===== src/rtl/sha3_pad_stream_if.sv =====
// Stream interface for sha3_pad_stream.
//   s_* : raw message words in (byte0 = s_data[7:0], byte1 = s_data[15:8])
//   m_* : padded rate-block words out, with block / message boundary flags
// Modports: master = stream source and sink around the block, slave = the padder.
interface sha3_pad_stream_if #(
  parameter int unsigned WIDTH = 16
);
  logic [WIDTH-1:0] s_data;
  logic [1:0]       s_keep;
  logic             s_valid;
  logic             s_last;
  logic             s_ready;
  logic [WIDTH-1:0] m_data;
  logic             m_valid;
  logic             m_ready;
  logic             m_block_last;
  logic             m_msg_last;

  modport master (
    output s_data, s_keep, s_valid, s_last, m_ready,
    input  s_ready, m_data, m_valid, m_block_last, m_msg_last
  );

  modport slave (
    input  s_data, s_keep, s_valid, s_last, m_ready,
    output s_ready, m_data, m_valid, m_block_last, m_msg_last
  );
endinterface


===== src/rtl/sha3_pad_stream.sv =====
// SHA3 pad10*1 padder (domain byte 0x06) feeding AXI_SHA.
// Accepts a message as 16-bit words and emits rate-sized blocks as 16-bit words,
// flagging the last word of each block and of the whole padded message.
// Ports:
//   ACLK    : clock, rising edge
//   ARESETn : asynchronous active-low reset
//   ID      : SHA3 variant (0=224, 1=256, 2=384, 3=512), latched on first word of a message
//   bus_io  : s_* input stream and m_* output stream (single output register stage)
module sha3_pad_stream #(
  parameter int unsigned WIDTH = 16
) (
  input  logic              ACLK,
  input  logic              ARESETn,
  input  logic [1:0]        ID,
  sha3_pad_stream_if.slave  bus_io
);

  typedef enum logic [0:0] {SData, SPad} state_e;

  state_e           state_q;
  logic [6:0]       word_cnt_q;
  logic             pad_started_q;
  logic             msg_active_q;
  logic [1:0]       id_q;
  logic [WIDTH-1:0] m_data_q;
  logic             m_valid_q;
  logic             m_block_last_q;
  logic             m_msg_last_q;

  logic [1:0] id_eff;
  logic [6:0] rw_last;
  logic       at_end;
  logic [6:0] cnt_next;
  logic       out_free;
  logic       s_ready;
  logic       accept;
  logic [7:0] pad_hi;
  logic [7:0] pad_lo;
  logic       last_done;

  always_comb begin
    // The first word of a message sees the live ID; afterwards the latched one.
    id_eff = msg_active_q ? id_q : ID;
    case (id_eff)
      2'd0:    rw_last = 7'd71;
      2'd1:    rw_last = 7'd67;
      2'd2:    rw_last = 7'd51;
      default: rw_last = 7'd35;
    endcase
    at_end    = (word_cnt_q == rw_last);
    cnt_next  = at_end ? 7'd0 : word_cnt_q + 7'd1;
    out_free  = !m_valid_q || bus_io.m_ready;
    s_ready   = ARESETn && (state_q == SData) && out_free;
    accept    = bus_io.s_valid && s_ready;
    pad_hi    = at_end ? 8'h80 : 8'h00;
    pad_lo    = pad_started_q ? 8'h00 : 8'h06;
    // keep=01/00 put the 0x06 byte into this word; message ends here if it is the block end.
    last_done = at_end && !bus_io.s_keep[1];
  end

  always_ff @(posedge ACLK or negedge ARESETn) begin
    if (!ARESETn) begin
      state_q        <= SData;
      word_cnt_q     <= '0;
      pad_started_q  <= 1'b0;
      msg_active_q   <= 1'b0;
      id_q           <= '0;
      m_data_q       <= '0;
      m_valid_q      <= 1'b0;
      m_block_last_q <= 1'b0;
      m_msg_last_q   <= 1'b0;
    end else begin
      if (m_valid_q && bus_io.m_ready) begin
        m_valid_q <= 1'b0;
      end
      case (state_q)
        SData: begin
          if (accept) begin
            id_q           <= id_eff;
            msg_active_q   <= 1'b1;
            m_valid_q      <= 1'b1;
            word_cnt_q     <= cnt_next;
            m_block_last_q <= at_end;
            m_msg_last_q   <= 1'b0;
            if (!bus_io.s_last) begin
              m_data_q <= bus_io.s_data;
            end else begin
              case (bus_io.s_keep)
                2'b01: begin
                  m_data_q      <= {(at_end ? 8'h86 : 8'h06), bus_io.s_data[7:0]};
                  m_msg_last_q  <= at_end;
                  pad_started_q <= 1'b1;
                end
                2'b00: begin
                  m_data_q      <= {pad_hi, 8'h06};
                  m_msg_last_q  <= at_end;
                  pad_started_q <= 1'b1;
                end
                default: begin
                  m_data_q      <= bus_io.s_data;
                  pad_started_q <= 1'b0;
                end
              endcase
              if (last_done) begin
                msg_active_q <= 1'b0;
              end else begin
                state_q <= SPad;
              end
            end
          end
        end
        SPad: begin
          if (out_free) begin
            m_valid_q      <= 1'b1;
            m_data_q       <= {pad_hi, pad_lo};
            m_block_last_q <= at_end;
            m_msg_last_q   <= at_end;
            pad_started_q  <= 1'b1;
            word_cnt_q     <= cnt_next;
            if (at_end) begin
              state_q      <= SData;
              msg_active_q <= 1'b0;
            end
          end
        end
        default: state_q <= SData;
      endcase
    end
  end

  assign bus_io.s_ready      = s_ready;
  assign bus_io.m_data       = m_data_q;
  assign bus_io.m_valid      = m_valid_q;
  assign bus_io.m_block_last = m_block_last_q;
  assign bus_io.m_msg_last   = m_msg_last_q;

endmodule

===== src/flat_wrapper.sv =====
// flat-port wrapper written by rule: the top's interface ports become plain ports
module sha3_pad_stream_flat 
#(
  parameter int unsigned WIDTH = 16
)
  (ACLK, ARESETn, ID, bus_io_s_data, bus_io_s_keep, bus_io_s_valid, bus_io_s_last, bus_io_m_ready, bus_io_s_ready, bus_io_m_data, bus_io_m_valid, bus_io_m_block_last, bus_io_m_msg_last);
  sha3_pad_stream_if #(.WIDTH(WIDTH)) bus_io_i ();
  input  logic ACLK;
  input  logic ARESETn;
  input  logic [1:0] ID;
  input wire logic [$bits(bus_io_i.s_data)-1:0] bus_io_s_data;
  input wire logic [$bits(bus_io_i.s_keep)-1:0] bus_io_s_keep;
  input wire logic [$bits(bus_io_i.s_valid)-1:0] bus_io_s_valid;
  input wire logic [$bits(bus_io_i.s_last)-1:0] bus_io_s_last;
  input wire logic [$bits(bus_io_i.m_ready)-1:0] bus_io_m_ready;
  output wire logic [$bits(bus_io_i.s_ready)-1:0] bus_io_s_ready;
  output wire logic [$bits(bus_io_i.m_data)-1:0] bus_io_m_data;
  output wire logic [$bits(bus_io_i.m_valid)-1:0] bus_io_m_valid;
  output wire logic [$bits(bus_io_i.m_block_last)-1:0] bus_io_m_block_last;
  output wire logic [$bits(bus_io_i.m_msg_last)-1:0] bus_io_m_msg_last;
  assign bus_io_i.s_data = bus_io_s_data;
  assign bus_io_i.s_keep = bus_io_s_keep;
  assign bus_io_i.s_valid = bus_io_s_valid;
  assign bus_io_i.s_last = bus_io_s_last;
  assign bus_io_i.m_ready = bus_io_m_ready;
  assign bus_io_s_ready = bus_io_i.s_ready;
  assign bus_io_m_data = bus_io_i.m_data;
  assign bus_io_m_valid = bus_io_i.m_valid;
  assign bus_io_m_block_last = bus_io_i.m_block_last;
  assign bus_io_m_msg_last = bus_io_i.m_msg_last;
  sha3_pad_stream #(.WIDTH(WIDTH)) u_core (.ACLK(ACLK), .ARESETn(ARESETn), .ID(ID), .bus_io(bus_io_i));
endmodule

===== config.mk =====
export PLATFORM = sky130hd
export DESIGN_NAME = sha3_pad_stream_flat
export DESIGN_NICKNAME = d
export VERILOG_FILES = /design/src/rtl/sha3_pad_stream_if.sv /design/src/rtl/sha3_pad_stream.sv /design/src/flat_wrapper.sv
export SDC_FILE = /design/constraint.sdc
export NUM_CORES = 1
export LEC_CHECK = 0
export CAP_MARGIN = 0
export CORE_MARGIN = 1
export CORE_UTILIZATION = 45
export CTS_CLUSTER_SIZE = 40
export DETAILED_ROUTE_END_ITERATION = 6
export PLACE_DENSITY = 0.73
export SYNTH_ARGS = -nofsm -noshare
export SYNTH_HDL_FRONTEND = slang
export SYNTH_SLANG_ARGS = --single-unit

===== constraint.sdc =====
create_clock -name ACLK -period 4 [get_ports ACLK]
set_input_delay 0.4 -clock ACLK [delete_from_list [all_inputs] [get_ports ACLK]]
set_output_delay 0.4 -clock ACLK [all_outputs]
set_load 0.05 [all_outputs]

# Word level (Yosys, flattened, before mapping)
# Cells that the tools add are included.
# W data, S select, Z words.
# classes
eq_ne	8
mux	41
reduce_logical	15
n_bitwise	1
add_sub_neg	1
# ops
operator	n
$pmux W16 S2	2
$mux W16	3
$mux W1	21
$mux W7	3
$pmux W7 S3	1
$mux W8	2
$pmux W7 S2	1
$pmux W1 S2	6
$add A7 B1 Y7 const B	1
$eq A7 B7 Y1	1
$ne A2 B2 Y1 const B	3
$reduce_and A3 Y1	2
$logic_and A1 B1 Y1	5
$eq A2 B1 Y1 const B	2
$logic_not A2 Y1	2
$reduce_and A2 Y1	2
$mux W3	1
$eq A2 B2 Y1 const B	1
$logic_not A1 Y1	2
$mux W2	1
$ne A2 B1 Y1 const B	1
$reduce_or A2 Y1	1
$logic_or A1 B1 Y1	1
$not A1 Y1	1
# totals
out_inout_bits	20
wordCells	75
ff_bits	31

# Logic depth before layout (Yosys ltp)
# Gate-level depths: netlist of run 1.
# logic_depth
depth_word	9
ltp_mapped	7

# Worst setup path before layout of run 1
# OpenSTA, ideal clock, no wires.
# synth_timing
path_type	register to output
startpoint	register u_core.m_valid_q (netlist: u_core.bus_io.m_valid)
endpoint	output bus_io_s_ready
path_buffers	0
stages_incl_launch_ff	4
setup_slack_ns	2.222
required_time_ns	3.600
t_arrival_ns	1.378
cell_sequence	dfrtp_1 nor2b_2 nor2_1 and2_1
# synth_via
elab_chain_len	3
# synth_lines
element	line	text
start: declaration	sha3_pad_stream.sv:26	logic m_valid_q;
start signal: assignment	sha3_pad_stream.sv:69	m_valid_q <= 1'b0;
start signal: assignment	sha3_pad_stream.sv:74	m_valid_q <= 1'b0;
start signal: assignment	sha3_pad_stream.sv:81	m_valid_q <= 1'b1;
$logic_not A1 Y1	sha3_pad_stream.sv:52	out_free = !m_valid_q || bus_io.m_ready;
$logic_or A1 B1 Y1	sha3_pad_stream.sv:52	
$logic_and A1 B1 Y1	sha3_pad_stream.sv:53	s_ready = ARESETn && (state_q == SData) && out_free;
end: declaration	flat_wrapper.sv:16	output wire logic [$bits(bus_io_i.s_ready)-1:0] bus_io_s_ready;
# No other way between the ends.

# Final worst setup path of run 1
# layout_timing
startpoint	input bus_io_m_ready
endpoint	output bus_io_s_ready
# layout_via
elab_chain_len	2
# layout_lines
element	line	text
start: declaration	flat_wrapper.sv:15	input wire logic [$bits(bus_io_i.m_ready)-1:0] bus_io_m_ready;
$logic_or A1 B1 Y1	sha3_pad_stream.sv:52	
$logic_and A1 B1 Y1	sha3_pad_stream.sv:53	
# No other way between the ends.

==> metrics.txt, run 1 <==
crit-path cells clkdlybuf4s50_1 > nor2b_2 > nor2_1 > and2_1 > clkdlybuf4s50_1; library cells used by synthesis 39; RSZ-0062 raised after global routing false; register area share after synthesis 0.5313; synth warn 0; Die Ht 58.96 µm; endpoints failing setup 0; Vias 1255; Setup Skew ~10 ps; footprint of the multi-input gates around 640 µm²; Setup TNS 0 ps; Die Area approximately 0.0035 mm²; slowest stage delay, CP ~800 ps; Total Wirelength ~3200 µm; CTS tree built; status finished, final reports clean; max cap viols 0; Lkg Pwr just under 0.9 nW; Max clock buf depth 2; drt pass-1 iters 4; share of layout cells above drive strength 1 0.1042; Tot GR Track Use 0.2062; critical path class input port to primary output; area delta synth->final 37.19%; crit-path max FO 6; Worst-Skew Late Latency 330 ps; critical path arrival 2040 ps; Initial Util 0.4744; endpoints failing hold 0; RePlAce Congestion 0.8372; HPWL Detailed approximately 2400 µm; minimum clock period between 2000 and 2500 ps; Post-synth top cells dfrtp_1, nand2_1, nor2_1, nand3_1, a22o_1; Fill cells ~270; FF/Latch Area about 780 µm²; required time of the critical path 3600 ps; Die W a little under 60 µm; largest net degree at the start of global routing 32; GRT overflow 0; hold_buf cts 0; Post-synth EDFFs 0; Gate Count Post-Synth around 150; IO Port Bufs 44; Slew Limit Fails 0; asr flop ratio synth 1.000; Core Area 0.003078 mm²; drc violations 0; Final nets ~220; CP Capture Type primary output; syn_area_per_cell around 10 µm²; top-area cell type share of the netlist area 0.5313; DR vias/cell 5.318; CTS Root Buffer Type clkbuf_4; ANT nets after route 0; Antenna Cells 0; total chip power about 1.1 mW; pin slew with the least headroom to its limit between 500 and 600 ps; Syn Std Cell Area about 0.0015 mm²; design area ~0.0020 mm²; most frequent CP cell clkdlybuf4s50_1; placed cell area about 0.0019 mm²; fmax around 410 MHz; Mapped Nets 171; main flop type after synthesis dfrtp_1; setup bufs post-CTS 0; final worst-path cycle share 0.6095; Num CTS Buffers 5; post-synthesis register bit count 31; Top Ports 45; Synth area leader dfrtp_1; Post-CTS Resized 0; most common cell in the synthesized netlist dfrtp_1; # rows 20; synth top area cells dfrtp_1, nand2_1, a22o_1; Worst setup SP type input port; # clock sinks 31; CP max-delay cell clkdlybuf4s50_1; worst min path class input port to asynchronous set/reset pin; Reg clk slew, reported paths about 80 ps; Iter 0 DRT Violations slightly below 50; max_slew headroom 0.6492; power per standard cell area ~550 mW/mm²; worst vdd ir roughly 290 µV; number of H-tree levels 2; Routed WL per cell around 13 µm; initial antenna violation count 0; vias in the first global route around 1200; first-pass GRT wire length between 5000 and 6000 µm
## layout by cell type, fill, tap and decap left out, types with 3 or more instances in the layout
cell type / Yosys / layout
clkdlybuf4s50_1: 0 / 44
dfrtp_1: 31 / 31
nand2_1: 22 / 22
nor2_1: 13 / 13
nand3_1: 10 / 10
a22o_1: 9 / 9
a21oi_1: 6 / 6
o21ai_0: 5 / 5
clkbuf_4: 0 / 5
nor3_1: 4 / 4
o31ai_1: 4 / 4
nand2b_1: 3 / 3
## state kept, by name, indices dropped and copies added, names as in the netlist
signal                      count
u_core.bus_io.m_data           16
u_core.word_cnt_q               7
u_core.id_q                     2
u_core.bus_io.m_block_last      1
u_core.bus_io.m_msg_last        1
u_core.bus_io.m_valid           1
u_core.msg_active_q             1
u_core.pad_started_q            1
u_core.state_q                  1
## critical path: cells and delay by family
family | cells | cell delay [ps]
buf+inv | 2 | 1260
simple gates | 3 | 370
## worst paths after layout
kind	startpoint	endpoint	slack [ps]	cells past startpoint
setup / recovery	bus_io_m_ready	bus_io_s_ready	1560	5
hold / removal	ARESETn	u_core.bus_io.m_valid	290	1
setup reg to reg	u_core.msg_active_q	u_core.bus_io.m_block_last	2190	5
hold reg to reg	u_core.bus_io.m_data[2]	u_core.bus_io.m_data[2]	480	2
max in group asynchronous	ARESETn	u_core.bus_io.m_data[8]	3080	2
min in group ACLK	u_core.bus_io.m_data[2]	u_core.bus_io.m_data[2]	480	2
## cells by family (layout without fill, tap and decap cells)
group,count (synthesis),after routing,synth area share
multiplexers,3,3,0.02228
AO/OA/AOI/OAI,36,36,0.1868
flip-flops,31,31,0.5313
XOR/XNOR,1,1,0.005999
buffers and inverters,9,56,0.02998
AND/OR/NAND/NOR,64,64,0.2151
adder cells (fa/ha/maj),1,1,0.008568
## routing by layer
metal | routed length, µm | GRT usage | vias to the layer above | part of all wire
li1 | - | - | 607 | -
met5 | 0 | 0 | - | 0
met4 | 71 | 0.09524 | 0 | 0.022
met1 | 1442 | 0.2668 | 615 | 0.45
met3 | 112 | 0.05934 | 8 | 0.035
met2 | 1557 | 0.3198 | 25 | 0.49
## where the power goes
group          switching (mW)  total (mW)  internal [mW]
Combinational           0.264       0.432          0.168
Clock                  0.0995       0.203          0.103
Sequential             0.0742       0.462          0.387
Total                   0.437        1.10          0.659
## cell type report
cell class,count,area share
clock buffers,8,0.03435
inverters,2,0.003748
multi-input cells,105,0.3198
flip-flops and latches,31,0.3873
well taps,44,0.02748
repair buffers,46,0.2274
## stage by stage
step	std cells	setup slack (ps)	hold WS [ps]	util
finish	236	1562	289.2	0.6508
global route	236	1493	256.1	0.6508
CTS	236	1565	252.7	0.6508
detailed placement	228	1575	458.2	0.6285
global placement	228	1589	452.1	0.6285
floorplan	145	2222	104.4	-
No activity file was read; power rests on OpenSTA's default activity.
==> run 2, diff against run 1 <==
--- a/config.mk
+++ b/config.mk
@@ -7,10 +7,10 @@
 export LEC_CHECK = 0
 export CAP_MARGIN = 0
 export CORE_MARGIN = 1
-export CORE_UTILIZATION = 45
+export CORE_UTILIZATION = 41
 export CTS_CLUSTER_SIZE = 40
 export DETAILED_ROUTE_END_ITERATION = 6
-export PLACE_DENSITY = 0.73
+export PLACE_DENSITY = 0.7
 export SYNTH_ARGS = -nofsm -noshare
 export SYNTH_HDL_FRONTEND = slang
 export SYNTH_SLANG_ARGS = --single-unit
==> constraint.sdc (replaced) <==
create_clock -name ACLK -period 2.1 [get_ports ACLK]
set_input_delay 0.21 -clock ACLK [delete_from_list [all_inputs] [get_ports ACLK]]
set_output_delay 0.21 -clock ACLK [all_outputs]
set_load 0.05 [all_outputs]
==> metrics.txt, run 2 (synthesis results as in run 1) <==
drt pass-1 iters 4 (unchanged); area delta synth->final 39.25% (was 37.19%); Lkg Pwr 0.8925 nW (was 0.8736 nW); FF-to-FF Start u_core.msg_active_q (unchanged); most frequent cells in the layout clkdlybuf4s50_1, dfrtp_1, nand2_1 (unchanged); fmax ~580 MHz; endpoints failing hold 0 (unchanged); R2R Path End u_core.msg_active_q (was u_core.bus_io.m_block_last); Reg clk slew, reported paths 100 ps (was 80 ps); Total Wirelength 3244 µm (was 3184 µm); RePlAce Congestion 0.8674 (was 0.8372); critical path class flop to primary output (was input port to primary output); CP Capture Type primary output (unchanged); Num CTS Buffers 5 (unchanged); ANT nets after route 0 (unchanged); critical path arrival 1510 ps (was 2040 ps); vias in the first global route 1213 (was 1182); Tot GR Track Use 0.1960 (was 0.2062); max_slew headroom 0.6609 (was 0.6492); Routed WL per cell 13.46 µm (was 13.49 µm); Iter 0 DRT Violations 89 (was 49); drc violations 0 (unchanged); IO Port Bufs 44 (unchanged); Fill cells 326 (was 273); FF/Latch Area 775.7 µm² (unchanged); first-pass GRT wire length 5306 µm (was 5216 µm); DR vias/cell 5.253 (was 5.318); Top Ports 45 (unchanged); final worst-path cycle share 0.8190; # rows 21 (was 20); Worst Reg-to-Reg Cells 6 (was 5); required time of the critical path 1890 ps (was 3600 ps); slowest stage delay, CP 810 ps (was 790 ps); CP top delay family buffers and inverters (unchanged); minimum clock period ~1700 ps; Final nets 221 (was 217); CP max-delay cell clkdlybuf4s50_1 (unchanged); r2r setup slk 410 ps (was 2190 ps); Largest register FFs 16 (unchanged); footprint of the multi-input gates 640.6 µm² (unchanged); worst path bufs/invs 1 (was 2); Post-CTS Resized 0 (unchanged); Initial Util 0.4342 (was 0.4744); CTS tree built (unchanged); crit-path cells clkdlybuf4s50_1 (was clkdlybuf4s50_1 > nor2b_2 > nor2_1 > and2_1 > clkdlybuf4s50_1); Setup Skew 7.189 ps (was 10.20 ps); Fin Hold WS 297.1 ps (was 289.2 ps); endpoints failing setup 0 (unchanged); Worst-Skew Late Latency 330 ps (about the same); Vias 1266 (was 1255); max cap viols 0 (unchanged); status finished, final reports clean (unchanged); hold_buf cts 0 (unchanged); initial antenna violation count 0 (unchanged); Antenna Cells 0 (unchanged); RSZ-0062 raised after global routing false (unchanged); Slew Limit Fails 0 (unchanged); # clock sinks 31 (unchanged); pin slew with the least headroom to its limit 507.0 ps (was 526.2 ps); power per standard cell area 1021 mW/mm² (was 547.2 mW/mm²); Max clock buf depth 2 (unchanged); Die Area 0.003804 mm² (was 0.003476 mm²); CTS Root Buffer Type clkbuf_4 (unchanged); commonest non-fill, non-tap cell in the layout clkdlybuf4s50_1 (unchanged); setup bufs post-CTS 0 (unchanged); GRT overflow 0 (unchanged); share of layout cells above drive strength 1 0.1282 (was 0.1042); worst vdd ir 551.0 µV (was 288.2 µV); HPWL Detailed 2488 µm (was 2417 µm); Setup TNS 0 ps (unchanged); Die W 61.68 µm (was 58.96 µm); Core Area 0.003363 mm² (was 0.003078 mm²); Worst setup SP type flop (was input port); number of H-tree levels 2 (unchanged); worst min path class input port to asynchronous set/reset pin (unchanged); largest net degree at the start of global routing 21 (was 32); crit-path max FO 2 (was 6); Die Ht 61.68 µm (was 58.96 µm)
[run 2: worst max-delay path by stage]
stage                             from                   end  slack (ps)  cells after the start
6_report       u_core.bus_io.m_data[2]      bus_io_m_data[2]         380                      1
5_1_grt            u_core.msg_active_q   u_core.msg_active_q         260                      6
4_1_cts        u_core.bus_io.m_data[3]      bus_io_m_data[3]         360                      1
3_5_place_dp                     ID[1]   u_core.msg_active_q         260                      7
3_3_place_gp                     ID[1]   u_core.msg_active_q         270                      7
2_1_floorplan    u_core.bus_io.m_valid  u_core.word_cnt_q[3]         360                      6
[run 2: worst register-to-register path: cells and delay by family, from the launching register on]
family | cells | cell delay (ps)
DFF | 1 | 430
AOI/OAI and AO/OA | 3 | 390
muxes | 1 | 330
and+or+nand+nor | 1 | 220
buffers and inverters | 1 | 190
[run 2: cell type report]
class / instances / area share
Clock buffer: 6 / 0.02523
Clock inverter: 1 / 0.002462
Inverter: 2 / 0.003692
Multi-Input combinational cell: 105 / 0.3151
Sequential cell: 31 / 0.3815
Tap cell: 46 / 0.02831
Timing Repair Buffer: 50 / 0.2437
[run 2: metal layers]
layer,up-vias,global-route usage,wire length [µm]
met3,7,0.03992,152
met2,40,0.2873,1507
met5,-,0,0
met1,601,0.2656,1518
met4,0,0.1206,66
li1,618,-,-
[run 2: power by group]
part           internal [mW]  switching [mW]  leakage, nW
registers              0.738           0.143        0.390
clock network          0.155           0.196       0.0341
logic                  0.337           0.505        0.469
[run 2: per-stage QoR]
stage / area (µm²) / worst slack (ps) / util / instances / power (mW)
detailed placement: 1977 / 258.6 / 0.5878 / 234 / 1.739
CTS: 2033 / 363.5 / 0.6045 / 241 / 2.095
floorplan: 1460 / 358.2 / - / 145 / 1.433
finish: 2033 / 380.1 / 0.6045 / 241 / 2.075
global route: 2033 / 256.8 / 0.6045 / 241 / 2.208
global placement: 1977 / 270.6 / 0.5878 / 234 / 1.717
